**config.mk**
```make
export PLATFORM = sky130hd
export DESIGN_NAME = lamp_cmd_arbiter
export DESIGN_NICKNAME = d
export VERILOG_FILES = /design/src/rtl/lamp_ctrl_pkg.sv /design/src/rtl/rr_arbiter3.sv /design/src/rtl/lamp_cmd_arbiter.sv
export SDC_FILE = /design/constraint.sdc
export NUM_CORES = 1
export LEC_CHECK = 0
export CELL_PAD_IN_SITES_DETAIL_PLACEMENT = 1
export CELL_PAD_IN_SITES_GLOBAL_PLACEMENT = 1
export CORE_ASPECT_RATIO = 1.2
export CORE_MARGIN = 5
export CORE_UTILIZATION = 46
export DETAILED_ROUTE_END_ITERATION = 10
export PLACE_DENSITY_LB_ADDON = 0.3
export SKIP_LAST_GASP = 1
export SYNTH_ARGS = -nofsm -noshare
export SYNTH_HDL_FRONTEND = slang
export SYNTH_HIERARCHICAL = 1
export SYNTH_SLANG_ARGS = --single-unit
```
**constraint.sdc**
```tcl
create_clock -name clk -period 3.95 [get_ports clk]
set_input_delay 0.9875 -clock clk [delete_from_list [all_inputs] [get_ports clk]]
set_output_delay 0.9875 -clock clk [all_outputs]
set_load 0.1 [all_outputs]
```
**src/rtl/lamp_ctrl_pkg.sv**
```systemverilog
// Shared types and helpers for the lamp command arbiter: FSM states,
// requester indices and the modulo-3 index arithmetic used by round-robin.
package lamp_ctrl_pkg;

    typedef enum logic {
        IDLE   = 1'b0,
        SETTLE = 1'b1
    } state_t;

    localparam int NUM_REQ = 3;

    localparam logic [1:0] REQ_BTN   = 2'd0;
    localparam logic [1:0] REQ_KEY   = 2'd1;
    localparam logic [1:0] REQ_SCHED = 2'd2;

    function automatic logic [1:0] next_idx(input logic [1:0] idx);
        return (idx == REQ_SCHED) ? REQ_BTN : idx + 2'd1;
    endfunction

    function automatic logic [1:0] onehot_idx(input logic [NUM_REQ-1:0] oh);
        case (oh)
            3'b010:  return REQ_KEY;
            3'b100:  return REQ_SCHED;
            default: return REQ_BTN;
        endcase
    endfunction

endpackage

```
**src/rtl/rr_arbiter3.sv**
```systemverilog
// Combinational three-way round-robin picker: the first asserted request
// at or after the pointer (wrapping) wins, reported as a one-hot grant.
module rr_arbiter3
    import lamp_ctrl_pkg::*;
(
    input  logic [NUM_REQ-1:0] req,
    input  logic [1:0]         ptr,
    output logic [NUM_REQ-1:0] gnt
);

    always_comb begin
        logic [1:0] idx;
        logic       found;
        gnt   = '0;
        idx   = ptr;
        found = 1'b0;
        for (int k = 0; k < NUM_REQ; k++) begin
            if (!found && req[idx]) begin
                gnt[idx] = 1'b1;
                found    = 1'b1;
            end
            idx = next_idx(idx);
        end
    end

endmodule

```
**src/rtl/lamp_cmd_arbiter.sv**
```systemverilog
// Arbitrates lamp on/off commands from three requesters and holds the relay
// busy while it settles. Define LAMP_AUTO_OFF_EN to add the idle auto-off timer.
module lamp_cmd_arbiter
    import lamp_ctrl_pkg::*;
#(
    parameter int SETTLE_CYCLES   = 4,
    parameter int AUTO_OFF_CYCLES = 1000
) (
    input  logic               clk,
    input  logic               reset,
    input  logic [NUM_REQ-1:0] req,
    input  logic [NUM_REQ-1:0] req_on,
    output logic [NUM_REQ-1:0] gnt,
    output logic               lamp_state,
    output logic               turn_lamp_on,
    output logic               turn_lamp_off,
    output logic               busy,
    output logic               waiting
`ifdef LAMP_AUTO_OFF_EN
    ,
    output logic               auto_off
`endif
);

    if (SETTLE_CYCLES < 1 || SETTLE_CYCLES > 65535 ||
        AUTO_OFF_CYCLES < 2 || AUTO_OFF_CYCLES > 65535) begin : g_bad_param
        $error("lamp_cmd_arbiter: SETTLE_CYCLES or AUTO_OFF_CYCLES out of range");
    end

    localparam logic [15:0] SETTLE_LOAD = 16'(SETTLE_CYCLES - 1);

    state_t             state;
    logic [1:0]         ptr;
    logic [15:0]        settle_cnt;
    logic [NUM_REQ-1:0] rr_gnt;
    logic [1:0]         win_idx;
    logic               win_on;

`ifdef LAMP_AUTO_OFF_EN
    localparam logic [15:0] AUTO_LAST = 16'(AUTO_OFF_CYCLES - 1);
    logic [15:0] idle_cnt;
`endif

    rr_arbiter3 u_rr (
        .req (req),
        .ptr (ptr),
        .gnt (rr_gnt)
    );

    assign win_idx = onehot_idx(rr_gnt);
    assign win_on  = |(rr_gnt & req_on);

    always_ff @(posedge clk or negedge reset) begin
        if (!reset) begin
            state         <= IDLE;
            ptr           <= REQ_BTN;
            settle_cnt    <= '0;
            gnt           <= '0;
            lamp_state    <= 1'b0;
            turn_lamp_on  <= 1'b0;
            turn_lamp_off <= 1'b0;
            busy          <= 1'b0;
            waiting       <= 1'b1;
`ifdef LAMP_AUTO_OFF_EN
            idle_cnt      <= '0;
            auto_off      <= 1'b0;
`endif
        end else begin
            gnt           <= '0;
            turn_lamp_on  <= 1'b0;
            turn_lamp_off <= 1'b0;
`ifdef LAMP_AUTO_OFF_EN
            auto_off      <= 1'b0;
`endif
            case (state)
                IDLE: begin
                    if (req != '0) begin
                        gnt <= rr_gnt;
                        ptr <= next_idx(win_idx);
`ifdef LAMP_AUTO_OFF_EN
                        idle_cnt <= '0;
`endif
                        // A command matching the current state is acknowledged but does not touch the relay.
                        if (win_on != lamp_state) begin
                            lamp_state    <= win_on;
                            turn_lamp_on  <= win_on;
                            turn_lamp_off <= !win_on;
                            state         <= SETTLE;
                            busy          <= 1'b1;
                            waiting       <= 1'b0;
                            settle_cnt    <= SETTLE_LOAD;
                        end
                    end
`ifdef LAMP_AUTO_OFF_EN
                    else if (lamp_state && idle_cnt == AUTO_LAST) begin
                        lamp_state    <= 1'b0;
                        turn_lamp_off <= 1'b1;
                        auto_off      <= 1'b1;
                        idle_cnt      <= '0;
                        state         <= SETTLE;
                        busy          <= 1'b1;
                        waiting       <= 1'b0;
                        settle_cnt    <= SETTLE_LOAD;
                    end else if (lamp_state) begin
                        idle_cnt <= idle_cnt + 16'd1;
                    end else begin
                        idle_cnt <= '0;
                    end
`endif
                end
                SETTLE: begin
                    if (settle_cnt == '0) begin
                        state   <= IDLE;
                        busy    <= 1'b0;
                        waiting <= 1'b1;
                    end else begin
                        settle_cnt <= settle_cnt - 16'd1;
                    end
                end
                default: begin
                    state   <= IDLE;
                    busy    <= 1'b0;
                    waiting <= 1'b1;
                end
            endcase
        end
    end

endmodule

```
==> results of run 1 <==
[worst register-to-register path, stage by stage, from the launching register on]
cell,delay [ns]
dfrtp_1,0.43
nor2b_1,0.19
o21ai_1,0.09
and3_1,0.22
a222oi_1,0.48
inv_1,0.09
ha_1,0.30
or3_1,0.63
o311ai_0,0.23
o41ai_1,0.13
[logic make-up after synthesis]
family | synth area share [%]
AOI/OAI and AO/OA | 13.04
xor gates and xnor gates | 1.242
adders and majority gates | 2.662
buffers and inverters | 4.259
DFF | 48.00
muxes | 5.058
and+or+nand+nor | 25.73
[cells in the mapped netlist (2+ instances only)]
cell and instances:
a21oi_1 3, and3_1 8, buf_6 2, clkbuf_1 2, dfrtp_1 26, ha_1 3
inv_1 6, mux2i_1 6, nand2_1 15, nand2b_1 2, nand3_1 2, nor2_1 9
nor2b_1 4, nor3_1 6, nor4_1 4, nor4b_1 3, o211ai_1 6, o21ai_0 3
o21ai_1 2, o31ai_1 4, o41ai_1 2, or3_1 2, or4_1 3, or4_4 2
[metal layers]
metal,track usage (%),up-vias,share of wire [%]
li1,-,553,-
met1,20.55,563,45
met2,27.64,19,51
met3,2.190,0,3.3
met4,4.578,0,0
met5,0,-,0
[final cells by class]
| type | count | area share [%] |
|---|---|---|
| multi-input combinational | 102 | 41.93 |
| clock inverter | 1 | 0.4677 |
| sequential | 27 | 42.17 |
| tap | 36 | 2.806 |
| timing repair buffer | 16 | 9.821 |
| clock buffer | 3 | 1.403 |
| inverter | 6 | 1.403 |
[report_power, final]
part	total [mW]	internal (mW)	leakage, nW	switching, mW
registers	0.288	0.282	0.331	0.00630
clock network	0.125	0.0388	0.0139	0.0862
logic	0.0545	0.0199	0.341	0.0346
total	0.467	0.340	0.686	0.127
[worst max-delay path by stage]
stage / from / end / slack [ns] / depth (start not counted)
6_report: req[2] / settle_cnt[5]$_DFFE_PN0P_ / 0.45 / 10
3_3_place_gp: req[2] / settle_cnt[5]$_DFFE_PN0P_ / 0.22 / 10
2_1_floorplan: req[2] / settle_cnt[8]$_DFFE_PN0P_ / 0.92 / 11
3_5_place_dp: req[2] / settle_cnt[5]$_DFFE_PN0P_ / 0.09 / 10
4_1_cts: req[2] / settle_cnt[5]$_DFFE_PN0P_ / 0.47 / 10
5_1_grt: req[2] / settle_cnt[5]$_DFFE_PN0P_ / 0.23 / 10
[state kept, by name, indices dropped and copies added (netlist names)]
register,cells
busy,1
lamp_state,1
gnt,3
waiting,1
turn_lamp_on,1
ptr,2
settle_cnt,16
turn_lamp_off,1
state,1
[through the flow]
stage | total power, mW | setup WS, ns | utilization [%]
5_1_grt | 0.4866 | 0.2333 | 53.50
6_report | 0.4674 | 0.4468 | 53.50
4_1_cts | 0.4704 | 0.4689 | 53.50
2_1_floorplan | 0.3235 | 0.9228 | -
3_3_place_gp | 0.3456 | 0.2200 | 52.50
3_5_place_dp | 0.3480 | 0.08681 | 52.50
==> flow_summary.json, run 1 <==
{
  "grt.total_usage_pct": 16.03,
  "reg2reg_depth": 9,
  "timing.reg2reg.setup_slack_ns": 1.06,
  "clockRootBuffer": "clkbuf_4",
  "drive_gt1_share_pct": 7.097,
  "floorplan.core_area_sq_um": 3000,
  "final-hold-violation-count": 0,
  "grt.overflow.total": 0,
  "drv.max_cap_violation_count": 0,
  "synth.net_count": 151,
  "cp_slowest_cell": "or3_1",
  "worstHoldEndpoint": "waiting$_DFFE_PN1P_",
  "h-tree-depth": 1,
  "detailed_route_drc_error_count": 0,
  "floorplan.die.height_microns": 70.65,
  "timing.slew.headroom_pct": 34.30,
  "yosys.area.top_type_share_pct": 46.14,
  "critPathArrivalTime_ns": 3.73,
  "outcome": "finished, final reports clean",
  "period_needed_ns": 3.503,
  "io_buffer_count": 15,
  "slew_violations": 0,
  "postCtsSetupRepairBufs": 0,
  "die_width_microns": 60.54,
  "timing.critical_path.slowest_cell_delay_ns": 0.63,
  "post_synth_main_area_contributors": "dfrtp_1, mux2i_1, nand2_1, and3_1, o211ai_1",
  "timing.hold.worst.start": "waiting$_DFFE_PN1P_",
  "cts.clk_slew.worst_paths_ns": 0.16,
  "worstMarginPinSlew_ns": 0.9824,
  "setup-violations-final": 0,
  "maximum_clock_insertion_buffer_count": 2,
  "min-delay-path-class": "reg2reg",
  "boundaryPins": 16,
  "grt_pass1_vias": 1207,
  "dr.first_iter.drc_count": 64,
  "start_kind": "primary input",
  "synth.avg_cell_area_sq_um": 10.07,
  "path_max_fanout": 18,
  "grt_start_max_net_pins": 28,
  "setup.worst_path.class": "in2reg",
  "synth_warnings": 6,
  "end_of_the_worst_register_to_register_path": "settle_cnt[5]$_DFFE_PN0P_",
  "finalNetCount": 167,
  "post-route-cell-area_sq_um": 1605,
  "final_min_period_over_clock_period_pct": 88.69,
  "num_rows": 22,
  "synth_edf_count": 0,
  "totalWireLength_mm": 3.144,
  "detailedRoute.firstPassIterationCount": 4,
  "worst_ir_drop_vdd_v": 0.0001927,
  "gp_congestion": 0.8087,
  "avg_wl_per_cell_microns": 16.46,
  "placedCellCount": 187,
  "detailed_place.area_sq_um": 1575,
  "critPathCaptureType": "register",
  "max_clock_freq_ghz": 0.2855,
  "layoutNonFillerInstCount": 191,
  "worst-path-buf-inv": 2,
  "postSynth.topFlopCell": "dfrtp_1",
  "antenna_violations_before_repair": 0,
  "multi_input_area_sq_um": 673.1,
  "worst_clock_skew_ns": 0.01704,
  "hold-path-cell-count": 2,
  "synth_top_area_cell": "dfrtp_1",
  "drtAntennaViolNets": 0,
  "critical_path.top_delay_family": "simple AND/OR/NAND/NOR gates",
  "antenna_cells": 0,
  "cp.required_ns": 4.18,
  "dr_total_vias": 1135,
  "yosysSeqAreaShare_pct": 48.00,
  "final-seq-area_sq_um": 676.9,
  "tritoncts": "built",
  "grt_setup_unrepaired": "false",
  "power.density_nw_per_um2": 291.1,
  "clock_sink_count": 27,
  "count_of_filler_cells_inserted_in_the_layout": 353,
  "layout_common_cells": "dfrtp_1, nand2_1, clkdlybuf4s50_1",
  "initial_util_pct": 47.00,
  "netlist_area_sq_um": 1410,
  "reg2reg_from": "ptr[0]$_DFFE_PN0P_",
  "dieArea_sq_um": 4277,
  "number_of_buffers_created_by_cts": 3,
  "whs_ns": 0.4770,
  "cts-hold-fix-buffers": 0,
  "gate_count_after_technology_mapping": 140,
  "synth_cell_type_count": 39,
  "synth-seq-cells": 27,
  "hpwlAfterDp_mm": 2.343,
  "viasPerCell": 5.942,
  "later_pin_clock_latency_in_the_skew_report_ns": 0.34,
  "postSynth.asyncResetShare_pct": 100.0,
  "cp_cell_sequence": "clkdlybuf4s50_1 -> nor2b_1 -> o21ai_1 -> and3_1 -> a222oi_1 -> inv_1 -> ha_1 -> or3_1 -> o311ai_0 -> o41ai_1",
  "areaGrowthSynthToFinish_pct": 13.84,
  "cts_resized": 0,
  "layout.cells.most_common": "dfrtp_1",
  "final.setup.tns_ns": 0,
  "power_leakage_nw": 0.6859,
  "first_pass_grt_wire_length_mm": 5.423
}
(Power assumes the default switching activity.)
==> run 2: changes to the inputs <==
--- a/config.mk
+++ b/config.mk
@@ -5,11 +5,12 @@
 export SDC_FILE = /design/constraint.sdc
 export NUM_CORES = 1
 export LEC_CHECK = 0
+export ABC_AREA = 1
 export CELL_PAD_IN_SITES_DETAIL_PLACEMENT = 1
 export CELL_PAD_IN_SITES_GLOBAL_PLACEMENT = 1
 export CORE_ASPECT_RATIO = 1.2
 export CORE_MARGIN = 5
-export CORE_UTILIZATION = 46
+export CORE_UTILIZATION = 44
 export DETAILED_ROUTE_END_ITERATION = 10
 export PLACE_DENSITY_LB_ADDON = 0.3
 export SKIP_LAST_GASP = 1
@@ -17,3 +18,4 @@
 export SYNTH_HDL_FRONTEND = slang
 export SYNTH_HIERARCHICAL = 1
 export SYNTH_SLANG_ARGS = --single-unit
+export TNS_END_PERCENT = 5
==> run 2 against run 1 <==
Effect of this change: synthesized area increased by 21%; sequential cell count unchanged; hold slack got worse by 0.0053 ns; highest routed layer is now met4; largest power group unchanged; critical path depth increased by 5; critical path type unchanged; synthesized cell count increased by 74%; clock power increased by 24%; critical endpoint is now settle_cnt[8]$_DFFE_PN0P_; first-iteration DRC count decreased by 33%.
==> flow_summary.json, run 2 <==
{
  "outcome": "finished, final reports clean",
  "yosysSeqAreaShare_pct": 39.69,
  "dr_total_vias": 1539,
  "io_buffer_count": 15,
  "postLayoutCoreUtil_pct": 52.91,
  "timing.hold.worst.start": "waiting$_DFFE_PN1P_",
  "maximum_clock_insertion_buffer_count": 2,
  "slew_violations": 0,
  "floorplan.die.height_microns": 78.20,
  "min-delay-path-class": "reg2reg",
  "cp_cell_sequence": "clkdlybuf4s50_1 -> inv_1 -> nand3_1 -> nand3_2 -> nor2_1 -> nand2_1 -> nand3_1 -> nand2_1 -> nand3_1 -> ha_1 -> nor2_4 -> inv_1 -> nand2_2 -> nand3_1 -> nand2_1",
  "viasPerCell": 4.933,
  "dieArea_sq_um": 5226,
  "path_max_fanout": 9,
  "grt_pass1_vias": 1543,
  "yosys.area_share.adder_pct": 2.201,
  "clock_sink_count": 27,
  "synth.avg_cell_area_sq_um": 7.018,
  "power_leakage_nw": 0.9529,
  "floorplan.core_area_sq_um": 3694,
  "synth_simple_gate_area_share_pct": 41.31,
  "detailed_route_drc_error_count": 0,
  "cp_slowest_cell": "clkdlybuf4s50_1",
  "max_clock_freq_ghz": 0.3201,
  "timing.slew.headroom_pct": 35.09,
  "postCtsSetupRepairBufs": 0,
  "design_power_total_mw": 0.4613,
  "h-tree-depth": 1,
  "cp.required_ns": 4.16,
  "layout_common_cells": "nand2_1, nor2_1, inv_1",
  "grt_setup_unrepaired": "false",
  "final-hold-violation-count": 0,
  "start_kind": "primary input",
  "postSynth.topFlopCell": "dfrtp_1",
  "synth_edf_count": 0,
  "drv.max_cap_violation_count": 0,
  "detailedRoute.firstPassIterationCount": 4,
  "grt.total_usage_pct": 17.30,
  "num_rows": 24,
  "synth.area.mux_share_pct": 0,
  "clockRootBuffer": "clkbuf_8",
  "synth.most_common_cell": "nand2_1",
  "layout.cells.most_common": "nand2_1",
  "yosys.area.top_type_share_pct": 38.15,
  "dr.first_iter.drc_count": 43,
  "gp_congestion": 0.8303,
  "grt_start_max_net_pins": 28,
  "die_width_microns": 66.83,
  "tritoncts": "built",
  "antenna_violations_before_repair": 0,
  "finalNetCount": 272,
  "dp_slack_ns": 0.5562,
  "synth_warnings": 6,
  "setup.worst_path.class": "in2reg",
  "hpwlAfterDp_mm": 3.180,
  "dominant_combinational_cell_family_by_area_after_synthesis": "simple AND/OR/NAND/NOR gates",
  "critical_path.top_delay_family": "simple AND/OR/NAND/NOR gates",
  "yosys.area_share.xor_xnor_pct": 3.595,
  "postSynth.asyncResetShare_pct": 100.0,
  "worst_clock_skew_ns": 0.003141,
  "worst_ir_drop_vdd_v": 0.0001642,
  "setup-violations-final": 0,
  "first_pass_grt_wire_length_mm": 7.189,
  "post-route-cell-area_sq_um": 1954,
  "antenna_cells": 0,
  "critPathCaptureType": "register",
  "flip_flop_count_of_the_largest_register_after_layout": 16,
  "critPathArrivalTime_ns": 3.33,
  "drive_gt1_share_pct": 11.15,
  "drtAntennaViolNets": 0,
  "crit_path_start": "req[2]",
  "cts-hold-fix-buffers": 0,
  "period_needed_ns": 3.124,
  "cts.clk_slew.worst_paths_ns": 0.09,
  "synth-seq-cells": 27,
  "number_of_buffers_created_by_cts": 3,
  "synth_compound_gate_area_share_pct": 5.209,
  "final_min_period_over_clock_period_pct": 79.10,
  "areaGrowthSynthToFinish_pct": 14.60,
  "power.density_nw_per_um2": 236.0,
  "synth_top_area_cell": "dfrtp_1",
  "netlist_area_sq_um": 1705,
  "avg_wl_per_cell_microns": 13.00,
  "grt.overflow.total": 0,
  "reg2reg_from": "ptr[0]$_DFFE_PN0P_",
  "worst_slack_setup_final_ns": 0.8256,
  "synth_cell_type_count": 26,
  "gate_count_after_technology_mapping": 243,
  "post_synth_main_area_contributors": "dfrtp_1, nand2_1, nor2_1, nand3_1, inv_1",
  "cts_resized": 0,
  "worstMarginPinSlew_ns": 0.9707,
  "ys_top_cells_by_count": "nand2_1, nor2_1, inv_1",
  "totalWireLength_mm": 4.055,
  "initial_util_pct": 46.17,
  "registers.top_by_ff_count": "settle_cnt",
  "synth.net_count": 254,
  "reg.largest.list": "settle_cnt: 16 flops, gnt: 3 flops, ptr: 2 flops",
  "later_pin_clock_latency_in_the_skew_report_ns": 0.27,
  "worst-path-buf-inv": 3,
  "detailed_place.area_sq_um": 1908,
  "count_of_filler_cells_inserted_in_the_layout": 499,
  "boundaryPins": 16,
  "final.setup.tns_ns": 0,
  "timing.critical_path.slowest_cell_delay_ns": 0.53,
  "critPathMostFrequentCell": "nand3_1"
}
[run 2: changes by cell type after synthesis, moves of 6 or more]
cell / delta
o211ai_1: -6
mux2i_1: -6
nor2_1: +30
inv_1: +21
nor3_1: -6
nand2_2: +7
nand2_1: +59
and3_1: -8
nand3_1: +21
[run 2: final timing paths]
kind	to	slack, ns	depth (start not counted)
min in group asynchronous	settle_cnt[5]$_DFFE_PN0P_	1.09	2
setup reg to reg	settle_cnt[8]$_DFFE_PN0P_	1.39	14
setup / recovery	settle_cnt[8]$_DFFE_PN0P_	0.83	15
max in group asynchronous	waiting$_DFFE_PN1P_	2.55	2
hold / removal	waiting$_DFFE_PN1P_	0.47	2
hold reg to reg	waiting$_DFFE_PN1P_	0.47	2
[run 2: power by group]
part | internal (mW) | total (mW) | leakage [nW] | switching [mW]
clock network | 0.0705 | 0.155 | 0.0255 | 0.0843
logic | 0.0120 | 0.0302 | 0.592 | 0.0182
registers | 0.276 | 0.276 | 0.335 | 0
total | 0.359 | 0.461 | 0.953 | 0.103
[run 2: worst register-to-register path: cells and delay by family (launching register included)]
| family | cells | cell delay, ns |
|---|---|---|
| AND/OR/NAND/NOR | 12 | 1.55 |
| flip-flops | 1 | 0.49 |
| adder cells (fa/ha/maj) | 1 | 0.33 |
| buffers and inverters | 1 | 0.13 |
[run 2: cell type report]
cell class	instances	area, sq um	share of cell area (%)
Clock buffer	3	41.29	2.113
Tap cell	52	65.06	3.329
Inverter	31	116.4	5.954
Clock inverter	1	5.005	0.2561
Timing Repair Buffer	16	157.7	8.067
Sequential cell	27	676.9	34.64
Multi-Input combinational cell	182	892.1	45.65
[run 2: cells by family (layout without fill, tap and decap cells)]
family,count (synthesis),in the layout
flip-flops,27,27
AND/OR/NAND/NOR,158,158
AO/OA/AOI/OAI,14,14
buffers and inverters,34,51
adder cells (fa/ha/maj),3,3
XOR/XNOR,7,7
[run 2: metal layers]
layer | vias to the layer above | share of wire (%) | global-route usage [%]
li1 | 791 | - | -
met1 | 734 | 45 | 21.41
met2 | 12 | 53 | 32.04
met3 | 2 | 1.4 | 1.857
met4 | 0 | 0.62 | 3.049
met5 | - | 0 | 0
[run 2: stage by stage]
step | cells | hold WS [ns]
after floorplan | 243 | 0.5015
after global placement | 308 | 0.4533
after detailed placement | 308 | 0.4641
after CTS | 312 | 0.4777
after global routing | 312 | 0.5105
final | 312 | 0.4717
